<file path="src/rtl/tetris_pkg.sv">
// Playfield geometry and row-clear controller state encoding shared by the
// row-clear datapath, its bus interface and the bench.
package tetris_pkg;

    localparam int BOARD_ROWS = 20;
    localparam int BOARD_COLS = 10;
    localparam int ROW_W      = 7;
    localparam int CNT_W      = 4;
    localparam int LINES_W    = 16;

    typedef enum logic [2:0] {
        IDLE,
        SCAN,
        FILL,
        NOTIFY,
        DONE
    } state_e;

endpackage

</file>
<file path="src/rtl/row_clear_ctrl_if.sv">
// Lock handshake, board row port and renderer handshake of the row-clear controller.
interface row_clear_ctrl_if #(
    parameter int BOARD_COLS = tetris_pkg::BOARD_COLS
);
    import tetris_pkg::*;

    logic                  Lock_valid;
    logic                  Lock_ready;
    logic                  Done;
    logic [ROW_W-1:0]      Board_raddr;
    logic [BOARD_COLS-1:0] Board_rdata;
    logic                  Board_we;
    logic [ROW_W-1:0]      Board_waddr;
    logic [BOARD_COLS-1:0] Board_wdata;
    logic                  Clear_row;
    logic [ROW_W-1:0]      Row_to_clear;
    logic [CNT_W-1:0]      Num_rows_to_clear;
    logic                  Clear_ack;

    modport master (
        input  Lock_valid, Board_rdata, Clear_ack,
        output Lock_ready, Done, Board_raddr, Board_we, Board_waddr, Board_wdata,
               Clear_row, Row_to_clear, Num_rows_to_clear
    );

    modport slave (
        output Lock_valid, Board_rdata, Clear_ack,
        input  Lock_ready, Done, Board_raddr, Board_we, Board_waddr, Board_wdata,
               Clear_row, Row_to_clear, Num_rows_to_clear
    );

endinterface

</file>
<file path="src/rtl/row_full_detect.sv">
// A row is full when every cell is occupied.
module row_full_detect #(
    parameter int BOARD_COLS = tetris_pkg::BOARD_COLS
) (
    input  logic [BOARD_COLS-1:0] row_i,
    output logic                  full_o
);

    assign full_o = &row_i;

endmodule

</file>
<file path="src/rtl/row_clear_ctrl.sv">
// Scans the board bottom-up after each lock, compacts surviving rows downward,
// zero-fills the vacated top rows and hands the result to the renderer.
module row_clear_ctrl #(
    parameter int BOARD_ROWS = tetris_pkg::BOARD_ROWS,
    parameter int BOARD_COLS = tetris_pkg::BOARD_COLS
) (
    input  logic                           Clk,
    input  logic                           Reset_n,
    row_clear_ctrl_if.master               bus,
    output logic [tetris_pkg::LINES_W-1:0] Lines_total
);
    import tetris_pkg::*;

    localparam logic [ROW_W-1:0] ROWS_IDX = ROW_W'(BOARD_ROWS);
    localparam logic [ROW_W-1:0] LAST_ROW = ROW_W'(BOARD_ROWS - 1);

    state_e                state_q, state_d;
    logic [ROW_W-1:0]      cyc_q, cyc_d;
    logic [ROW_W-1:0]      wr_q, wr_d;
    logic [CNT_W-1:0]      cnt_q, cnt_d;
    logic [ROW_W-1:0]      row_clr_q, row_clr_d;
    logic [LINES_W-1:0]    lines_q, lines_d;

    logic                  row_full;
    logic                  data_vld;
    logic [ROW_W-1:0]      data_row;
    logic [ROW_W-1:0]      raddr;
    logic                  we_raw;
    logic [ROW_W-1:0]      waddr;
    logic [BOARD_COLS-1:0] wdata;

    function automatic logic [LINES_W-1:0] sat_add(input logic [LINES_W-1:0] a,
                                                   input logic [CNT_W-1:0]   b);
        logic [LINES_W:0] s;
        s = {1'b0, a} + (LINES_W + 1)'(b);
        return s[LINES_W] ? '1 : s[LINES_W-1:0];
    endfunction

    row_full_detect #(.BOARD_COLS(BOARD_COLS)) u_full (
        .row_i  (bus.Board_rdata),
        .full_o (row_full)
    );

    // cyc_q counts SCAN cycles: reads go out for 0..ROWS-1, data returns for 1..ROWS.
    assign data_vld = (state_q == SCAN) && (cyc_q != '0);
    assign data_row = ROWS_IDX - cyc_q;

    always_comb begin
        state_d   = state_q;
        cyc_d     = cyc_q;
        wr_d      = wr_q;
        cnt_d     = cnt_q;
        row_clr_d = row_clr_q;
        lines_d   = lines_q;
        raddr     = '0;
        we_raw    = 1'b0;
        waddr     = '0;
        wdata     = '0;
        case (state_q)
            IDLE: begin
                if (bus.Lock_valid) begin
                    state_d   = SCAN;
                    cyc_d     = '0;
                    wr_d      = LAST_ROW;
                    cnt_d     = '0;
                    row_clr_d = '0;
                end
            end
            SCAN: begin
                if (cyc_q < ROWS_IDX) raddr = LAST_ROW - cyc_q;
                cyc_d = cyc_q + ROW_W'(1);
                if (data_vld) begin
                    if (row_full) begin
                        if (cnt_q == '0) row_clr_d = data_row;
                        cnt_d = (cnt_q == '1) ? cnt_q : cnt_q + CNT_W'(1);
                    end else begin
                        we_raw = 1'b1;
                        waddr  = wr_q;
                        wdata  = bus.Board_rdata;
                        if (wr_q != '0) wr_d = wr_q - ROW_W'(1);
                    end
                end
                if (cyc_q == ROWS_IDX) begin
                    cyc_d   = '0;
                    state_d = (cnt_d == '0) ? DONE : FILL;
                end
            end
            FILL: begin
                // wr_q already points at the highest vacated row (count-1).
                we_raw = 1'b1;
                waddr  = wr_q;
                if (wr_q == '0) begin
                    state_d = NOTIFY;
                    lines_d = sat_add(lines_q, cnt_q);
                end else begin
                    wr_d = wr_q - ROW_W'(1);
                end
            end
            NOTIFY: begin
                if (bus.Clear_ack) state_d = DONE;
            end
            DONE: begin
                state_d = IDLE;
            end
            default: begin
                state_d = IDLE;
            end
        endcase
    end

    always_ff @(posedge Clk) begin
        if (!Reset_n) begin
            state_q   <= IDLE;
            cyc_q     <= '0;
            wr_q      <= '0;
            cnt_q     <= '0;
            row_clr_q <= '0;
            lines_q   <= '0;
        end else begin
            state_q   <= state_d;
            cyc_q     <= cyc_d;
            wr_q      <= wr_d;
            cnt_q     <= cnt_d;
            row_clr_q <= row_clr_d;
            lines_q   <= lines_d;
        end
    end

    // The write strobe is cut combinationally so an aborting reset also kills the write of its own cycle.
    assign bus.Board_we          = we_raw & Reset_n;
    assign bus.Board_waddr       = waddr;
    assign bus.Board_wdata       = wdata;
    assign bus.Board_raddr       = raddr;
    assign bus.Lock_ready        = (state_q == IDLE);
    assign bus.Clear_row         = (state_q == NOTIFY);
    assign bus.Done              = (state_q == DONE);
    assign bus.Row_to_clear      = row_clr_q;
    assign bus.Num_rows_to_clear = cnt_q;
    assign Lines_total           = lines_q;

endmodule

</file>
<file path="src/flat_wrapper.sv">
// flat-port wrapper written by rule: the top's interface ports become plain ports
module row_clear_ctrl_flat import tetris_pkg::*;
#(
    parameter int BOARD_ROWS = tetris_pkg::BOARD_ROWS,
    parameter int BOARD_COLS = tetris_pkg::BOARD_COLS
)
  (Clk, Reset_n, Lines_total, bus_Lock_valid, bus_Board_rdata, bus_Clear_ack, bus_Lock_ready, bus_Done, bus_Board_raddr, bus_Board_we, bus_Board_waddr, bus_Board_wdata, bus_Clear_row, bus_Row_to_clear, bus_Num_rows_to_clear);
  row_clear_ctrl_if #(.BOARD_COLS(BOARD_COLS)) bus_i ();
  input  logic Clk;
  input  logic Reset_n;
  output logic [tetris_pkg::LINES_W-1:0] Lines_total;
  input wire logic [$bits(bus_i.Lock_valid)-1:0] bus_Lock_valid;
  input wire logic [$bits(bus_i.Board_rdata)-1:0] bus_Board_rdata;
  input wire logic [$bits(bus_i.Clear_ack)-1:0] bus_Clear_ack;
  output wire logic [$bits(bus_i.Lock_ready)-1:0] bus_Lock_ready;
  output wire logic [$bits(bus_i.Done)-1:0] bus_Done;
  output wire logic [$bits(bus_i.Board_raddr)-1:0] bus_Board_raddr;
  output wire logic [$bits(bus_i.Board_we)-1:0] bus_Board_we;
  output wire logic [$bits(bus_i.Board_waddr)-1:0] bus_Board_waddr;
  output wire logic [$bits(bus_i.Board_wdata)-1:0] bus_Board_wdata;
  output wire logic [$bits(bus_i.Clear_row)-1:0] bus_Clear_row;
  output wire logic [$bits(bus_i.Row_to_clear)-1:0] bus_Row_to_clear;
  output wire logic [$bits(bus_i.Num_rows_to_clear)-1:0] bus_Num_rows_to_clear;
  assign bus_i.Lock_valid = bus_Lock_valid;
  assign bus_i.Board_rdata = bus_Board_rdata;
  assign bus_i.Clear_ack = bus_Clear_ack;
  assign bus_Lock_ready = bus_i.Lock_ready;
  assign bus_Done = bus_i.Done;
  assign bus_Board_raddr = bus_i.Board_raddr;
  assign bus_Board_we = bus_i.Board_we;
  assign bus_Board_waddr = bus_i.Board_waddr;
  assign bus_Board_wdata = bus_i.Board_wdata;
  assign bus_Clear_row = bus_i.Clear_row;
  assign bus_Row_to_clear = bus_i.Row_to_clear;
  assign bus_Num_rows_to_clear = bus_i.Num_rows_to_clear;
  row_clear_ctrl #(.BOARD_ROWS(BOARD_ROWS), .BOARD_COLS(BOARD_COLS)) u_core (.Clk(Clk), .Reset_n(Reset_n), .bus(bus_i), .Lines_total(Lines_total));
endmodule
</file>
<file path="config.mk">
export PLATFORM = sky130hd
export DESIGN_NAME = row_clear_ctrl_flat
export DESIGN_NICKNAME = d
export VERILOG_FILES = /design/src/rtl/tetris_pkg.sv /design/src/rtl/row_clear_ctrl_if.sv /design/src/rtl/row_full_detect.sv /design/src/rtl/row_clear_ctrl.sv /design/src/flat_wrapper.sv
export SDC_FILE = /design/constraint.sdc
export NUM_CORES = 1
export LEC_CHECK = 0
export CORE_UTILIZATION = 60
export DETAILED_ROUTE_END_ITERATION = 16
export DONT_BUFFER_PORTS = 1
export HOLD_SLACK_MARGIN = 0.05
export PLACE_DENSITY = 0.77
export SYNTH_ARGS = -nofsm -noshare
export SYNTH_HDL_FRONTEND = slang
export SYNTH_SLANG_ARGS = --single-unit
</file>
<file path="constraint.sdc">
create_clock -name Clk -period 4.2 [get_ports Clk]
set_input_delay 0.63 -clock Clk [delete_from_list [all_inputs] [get_ports Clk]]
set_output_delay 0.63 -clock Clk [all_outputs]
set_load 0.005 [all_outputs]
</file>
; Word level (Yosys, flattened, before mapping)
; Cells that the tools add are included.
[op_classes]
n_addsub = 6
magnitude_cmp = 1
eq_ne = 16
n_mux = 37
bitwise = 1
reduce_logical = 15
[op_table]
columns = op, count
row1 = $mux 7, 14
row2 = $pmux 7 s2, 3
row3 = $mux 10, 3
row4 = $pmux 7 s3, 1
row5 = $mux 4, 5
row6 = $add 16x4->17, 1
row7 = $mux 16, 1
row8 = $mux 3, 5
row9 = $ne 2x2->1 const B, 7
row10 = $reduce_bool 7->1, 2
row11 = $sub 5x7->7 const A, 2
row12 = $pmux 3 s4, 1
row13 = $reduce_and 10->1, 1
row14 = $logic_not 4->1, 2
row15 = $pmux 4 s2, 1
row16 = $add 7x1->7 const B, 1
row17 = $eq 7x5->1 const B, 1
row18 = $logic_not 7->1, 1
row19 = $lt 7x5->1 const B, 1
row20 = $sub 7x1->7 const B, 1
row21 = $eq 3x2->1 const B, 2
row22 = $ne 2x1->1 const B, 3
row23 = $reduce_and 6->1, 1
row24 = $reduce_and 5->1, 1
row25 = 13 further kinds, 15
[word_totals]
ff_bits = 44
in_bits = 14

; Longest topological paths before layout
[logic_depth]
depth_word = 9
depth_mapped = 8
mapped_depth_nobuf = 7

; Hierarchy
; Synthesis repeated with hierarchy kept, for this count alone.
[unflattened]
hier_cells = 339
hier_area_um2 = 2727.6
[modules_own_cells]
columns = mod, instances, cells_each, area_each_um2, seq_area_each_um2
row1 = row_clear_ctrl, 1, 335, 2701.3, 880.8
row2 = row_full_detect, 1, 4, 26.3, 0.0

; Worst setup path before layout
; No wires, ideal clock.
[synth_path]
kind = register to output
startpoint = reg u_core.cyc_q[2]
endpoint = out bus_Board_waddr[0]
t_arrival_ps = 1672
required_time_ps = 3570
setup_slack_ps = 1898
stages_incl_launch_ff = 8
cell_sequence = dfxtp_1 inv_1 ha_1 nor4b_1 nand2_1 nor3b_1 a21o_1 and2_1
[synth_via]
elab_chain_cells = 4
[synth_rtl]
columns = element, line
row1 = "start, declared", row_clear_ctrl.sv:18  ; logic [ROW_W-1:0] cyc_q, cyc_d;
row2 = "start signal, assigned", row_clear_ctrl.sv:121  ; cyc_q <= cyc_d;
row3 = $reduce_bool 7->1, row_clear_ctrl.sv:45  ; assign data_vld = (state_q == SCAN) && (cyc_q != '0);
row4 = $logic_and 1x1->1, row_clear_ctrl.sv:45
row5 = $mux 7, row_clear_ctrl.sv:72  ; if (data_vld) begin
row6 = $pmux 7 s2, row_clear_ctrl.sv:59  ; case (state_q)
row7 = "end, declared", flat_wrapper.sv:19  ; output wire logic [$bits(bus_i.Board_waddr)-1:0] bus_Board_waddr;
; Every way passes these cells.

; Worst setup path after layout
; Same ends and word-level chain as after synthesis.

==> insert_results.sql <==
INSERT INTO impl_metrics (metric_group, metric, value, unit) VALUES
('drt', 'avgViaCountPerCell', '6.71', ''),
('timing', 'rsz0062_at_grt', 'false', ''),
('clock_tree', 'cts_tree', 'done', ''),
('setup_path', 'crit_path_max_fanout', '11', ''),
('timing', 'final.setup.worst_slack', '822', 'ps'),
('setup_path', 'worstSetupStartpointType', 'register', ''),
('place', 'dp_slack', '1190', 'ps'),
('finish', 'area_overhead_vs_synth', '3.86', '%'),
('floorplan', 'dieHeight', '71.3', 'um'),
('place', 'gp_congestion', '0.913', ''),
('grt', 'first_global_vias', '2527', ''),
('logic_synthesis', 'async_flop_share', '0', ''),
('setup_path', 'setup.worst_path.end_class', 'primary output', ''),
('power', 'power_frac_comb', '0.199', ''),
('clock_tree', 'cts.htree.levels', '2', ''),
('logic_synthesis', 'postSynthAreaPerCell', '7.99', 'um^2'),
('place', 'hpwlAfterDp', '5180', 'um'),
('setup_path', 'critical-path-top-delay-family', 'simple AND/OR/NAND/NOR gates', ''),
('clock_tree', 'cts.sink_count', '44', ''),
('finish', 'fin_nets', '382', ''),
('logic_synthesis', 'number_of_synthesized_register_bits', '44', ''),
('drt', 'post-route-drc-count', '7', ''),
('timing', 'slew_headroom', '0.416', ''),
('power', 'ir_drop', '0.220', 'mV'),
('hold_path', 'timing.hold.worst_path_depth', '2', ''),
('setup_path', 'path_buf_inv', '1', ''),
('finish', 'diodes', '0', ''),
('timing', 'final_hold_viol_count', '0', ''),
('grt', 'grt_overflow_total', '0', ''),
('timing', 'finalCriticalPeriod', '3380', 'ps'),
('logic_synthesis', 'synth.cell_area', '2890', 'um^2'),
('timing', 'tightest_slew', '873', 'ps'),
('floorplan', 'core_area', '4470', 'um^2'),
('finish', 'filler_cell_count', '378', ''),
('status', 'run_status', 'complete, but fails checks', ''),
('power', 'p_total', '931', 'uW'),
('setup_path', 'worstPathRequired', '3570', 'ps'),
('status', 'failed_checks', 'design-rule violations', ''),
('power', 'clockPowerShare', '0.308', ''),
('timing', 'timing.final.max_slew_violations', '0', ''),
('clock_tree', 'cts.path.max_buffers', '2', ''),
('grt', 'global_route_wire_length_before_repair', '11800', 'um'),
('power', 'netSwitchingPower', '298', 'uW'),
('grt', 'grt.total_usage', '0.293', ''),
('clock_tree', 'cts_made_buffers', '5', ''),
('finish', 'combined_flip_flop_and_latch_cell_area', '881', 'um^2'),
('grt', 'pin_count_of_the_biggest_net_entering_global_routing', '26', ''),
('clock_tree', 'worstSkewPairLatency', '310', 'ps'),
('drt', 'drt_iter0_markers', '277', ''),
('clock_tree', 'path_clk_slew', '90', 'ps'),
('timing', 'timing.final.setup_violations', '0', ''),
('logic_synthesis', 'synth-edff-count', '0', ''),
('drt', 'final_antenna_net_count', '0', ''),
('clock_tree', 'cts.repair_timing.setup_buffer_count', '0', ''),
('drt', 'num_vias', '2731', ''),
('grt', 'antenna_violations_before_repair', '0', ''),
('drt', 'detailedRoute.firstPassIterationCount', '13', ''),
('finish', 'final_core_occ', '0.670', ''),
('logic_synthesis', 'synth.yosys.seq_area_share', '0.305', ''),
('place', 'place.detailed.instances', '399', ''),
('finish', 'drive_above_1_share', '0.0704', ''),
('logic_synthesis', 'syn_nets', '389', ''),
('setup_path', 'worst_path_largest_cell_delay', '720', 'ps'),
('drt', 'routedWlPerCell', '17.6', 'um'),
('floorplan', 'pin_count', '69', ''),
('setup_path', 'cp_cell_sequence', 'inv_1 -> ha_1 -> nor4b_1 -> nand2_1 -> nor3b_1 -> a21o_1 -> and2_1', ''),
('setup_path', 'timing_worst_setup_path_type', 'reg2out', ''),
('logic_synthesis', 'synthesis_warnings', '0', ''),
('timing', 'finalClockSkew', '8.70', 'ps'),
('finish', 'final_cells', '407', ''),
('run', 'timing.max_cap.violations', '0', '');
[flip-flops by register name, indices dropped and copies added (netlist names)]
name / flops
u_core.Lines_total: 16
u_core.bus.Row_to_clear: 7
u_core.cyc_q: 7
u_core.wr_q: 7
u_core.bus.Num_rows_to_clear: 4
u_core.state_q: 3
[layout by cell type (no fill, tap or decap), types with 3 or more instances in the layout]
cell type,netlist,routed
a211oi_1,4,4
o211ai_1,3,3
xor2_1,6,6
nand4_1,11,11
nor3b_1,3,3
a21oi_1,27,27
nor3_1,19,19
or4_1,3,3
mux2i_1,4,4
and2_1,21,21
o31ai_1,4,4
a31oi_1,11,11
a21o_1,4,4
clkbuf_8,0,6
inv_1,11,11
xnor2_1,10,10
nand2_1,24,24
dfxtp_1,44,44
and3_1,3,3
ha_1,13,13
nor2_1,31,31
nand3_1,20,20
o21ai_0,22,22
nand2b_1,5,5
[cells in the mapped netlist, drive strengths merged (2+ instances only)]
cell,number,area share
or4,3,0.0078
nand4,12,0.031
o211ai,3,0.0078
buf,6,0.010
a31oi,11,0.024
xor2,6,0.018
nand2b,5,0.011
a21oi,28,0.050
o31ai,4,0.010
nor2b,2,0.0043
and3,3,0.0065
nor4b,4,0.022
inv,11,0.014
a311oi,2,0.0061
nor4,3,0.0087
nor3b,5,0.016
ha,13,0.056
o21ai,23,0.040
nand4b,2,0.0061
nor2,31,0.040
nor3,20,0.039
xnor2,10,0.030
a211oi,4,0.010
mux2i,4,0.014
o41ai,2,0.0061
and4,2,0.0061
a21o,4,0.010
o221a,2,0.0078
and2,21,0.046
clkbuf,10,0.013
nand2,24,0.031
nand3,20,0.035
or3b,2,0.0061
dfxtp,44,0.31
[area by class of cell]
class / instances / area share
Clock buffer: 6 / 0.0276
Multi-Input combinational cell: 290 / 0.633
Inverter: 11 / 0.0138
Timing Repair Buffer: 2 / 0.00501
Sequential cell: 44 / 0.294
Tap cell: 52 / 0.0217
Clock inverter: 2 / 0.00501
[worst paths after layout]
| path | endpoint | startpoint | slack (ps) |
|---|---|---|---|
| max | bus_Board_waddr[0] | u_core.cyc_q[2] | 820 |
| min | u_core.Lines_total[0] | Reset_n | 440 |
| max reg2reg | u_core.Lines_total[13] | u_core.bus.Num_rows_to_clear[0] | 1620 |
| min reg2reg | u_core.bus.Row_to_clear[3] | u_core.bus.Row_to_clear[3] | 510 |
[cells by family after synthesis]
| logic type | synth area share |
|---|---|
| multiplexers | 0.0139 |
| adder cells (fa/ha/maj) | 0.0633 |
| AND/OR/NAND/NOR | 0.320 |
| flip-flops | 0.305 |
| AO/OA/AOI/OAI | 0.211 |
| buffers and inverters | 0.0373 |
| XOR/XNOR | 0.0486 |
[power by group through the flow]
| stage | sequential (mW) | clock, mW | combinational (mW) |
|---|---|---|---|
| after floorplan | 0.457 | 0 | 0.150 |
| after global placement | 0.466 | 0 | 0.177 |
| after detailed placement | 0.468 | 0 | 0.181 |
| after CTS | 0.458 | 0.294 | 0.182 |
| after global routing | 0.461 | 0.308 | 0.205 |
| final | 0.459 | 0.287 | 0.185 |
[routing by layer]
| layer | share of wire | GRT usage | vias up |
|---|---|---|---|
| met5 | 0 | 0 | - |
| met3 | 0.082 | 0.0731 | 9 |
| met1 | 0.44 | 0.388 | 1269 |
| met2 | 0.47 | 0.473 | 131 |
| li1 | - | - | 1322 |
| met4 | 0.012 | 0.0889 | 0 |
[stage by stage]
step / hold slack, ps / area [um^2]
detailed placement: 485 / 2900
CTS: 439 / 3000
global route: 438 / 3000
finish: 445 / 3000
global placement: 483 / 2900
floorplan: 458 / 2890
Power figures use the tool's default switching activity.
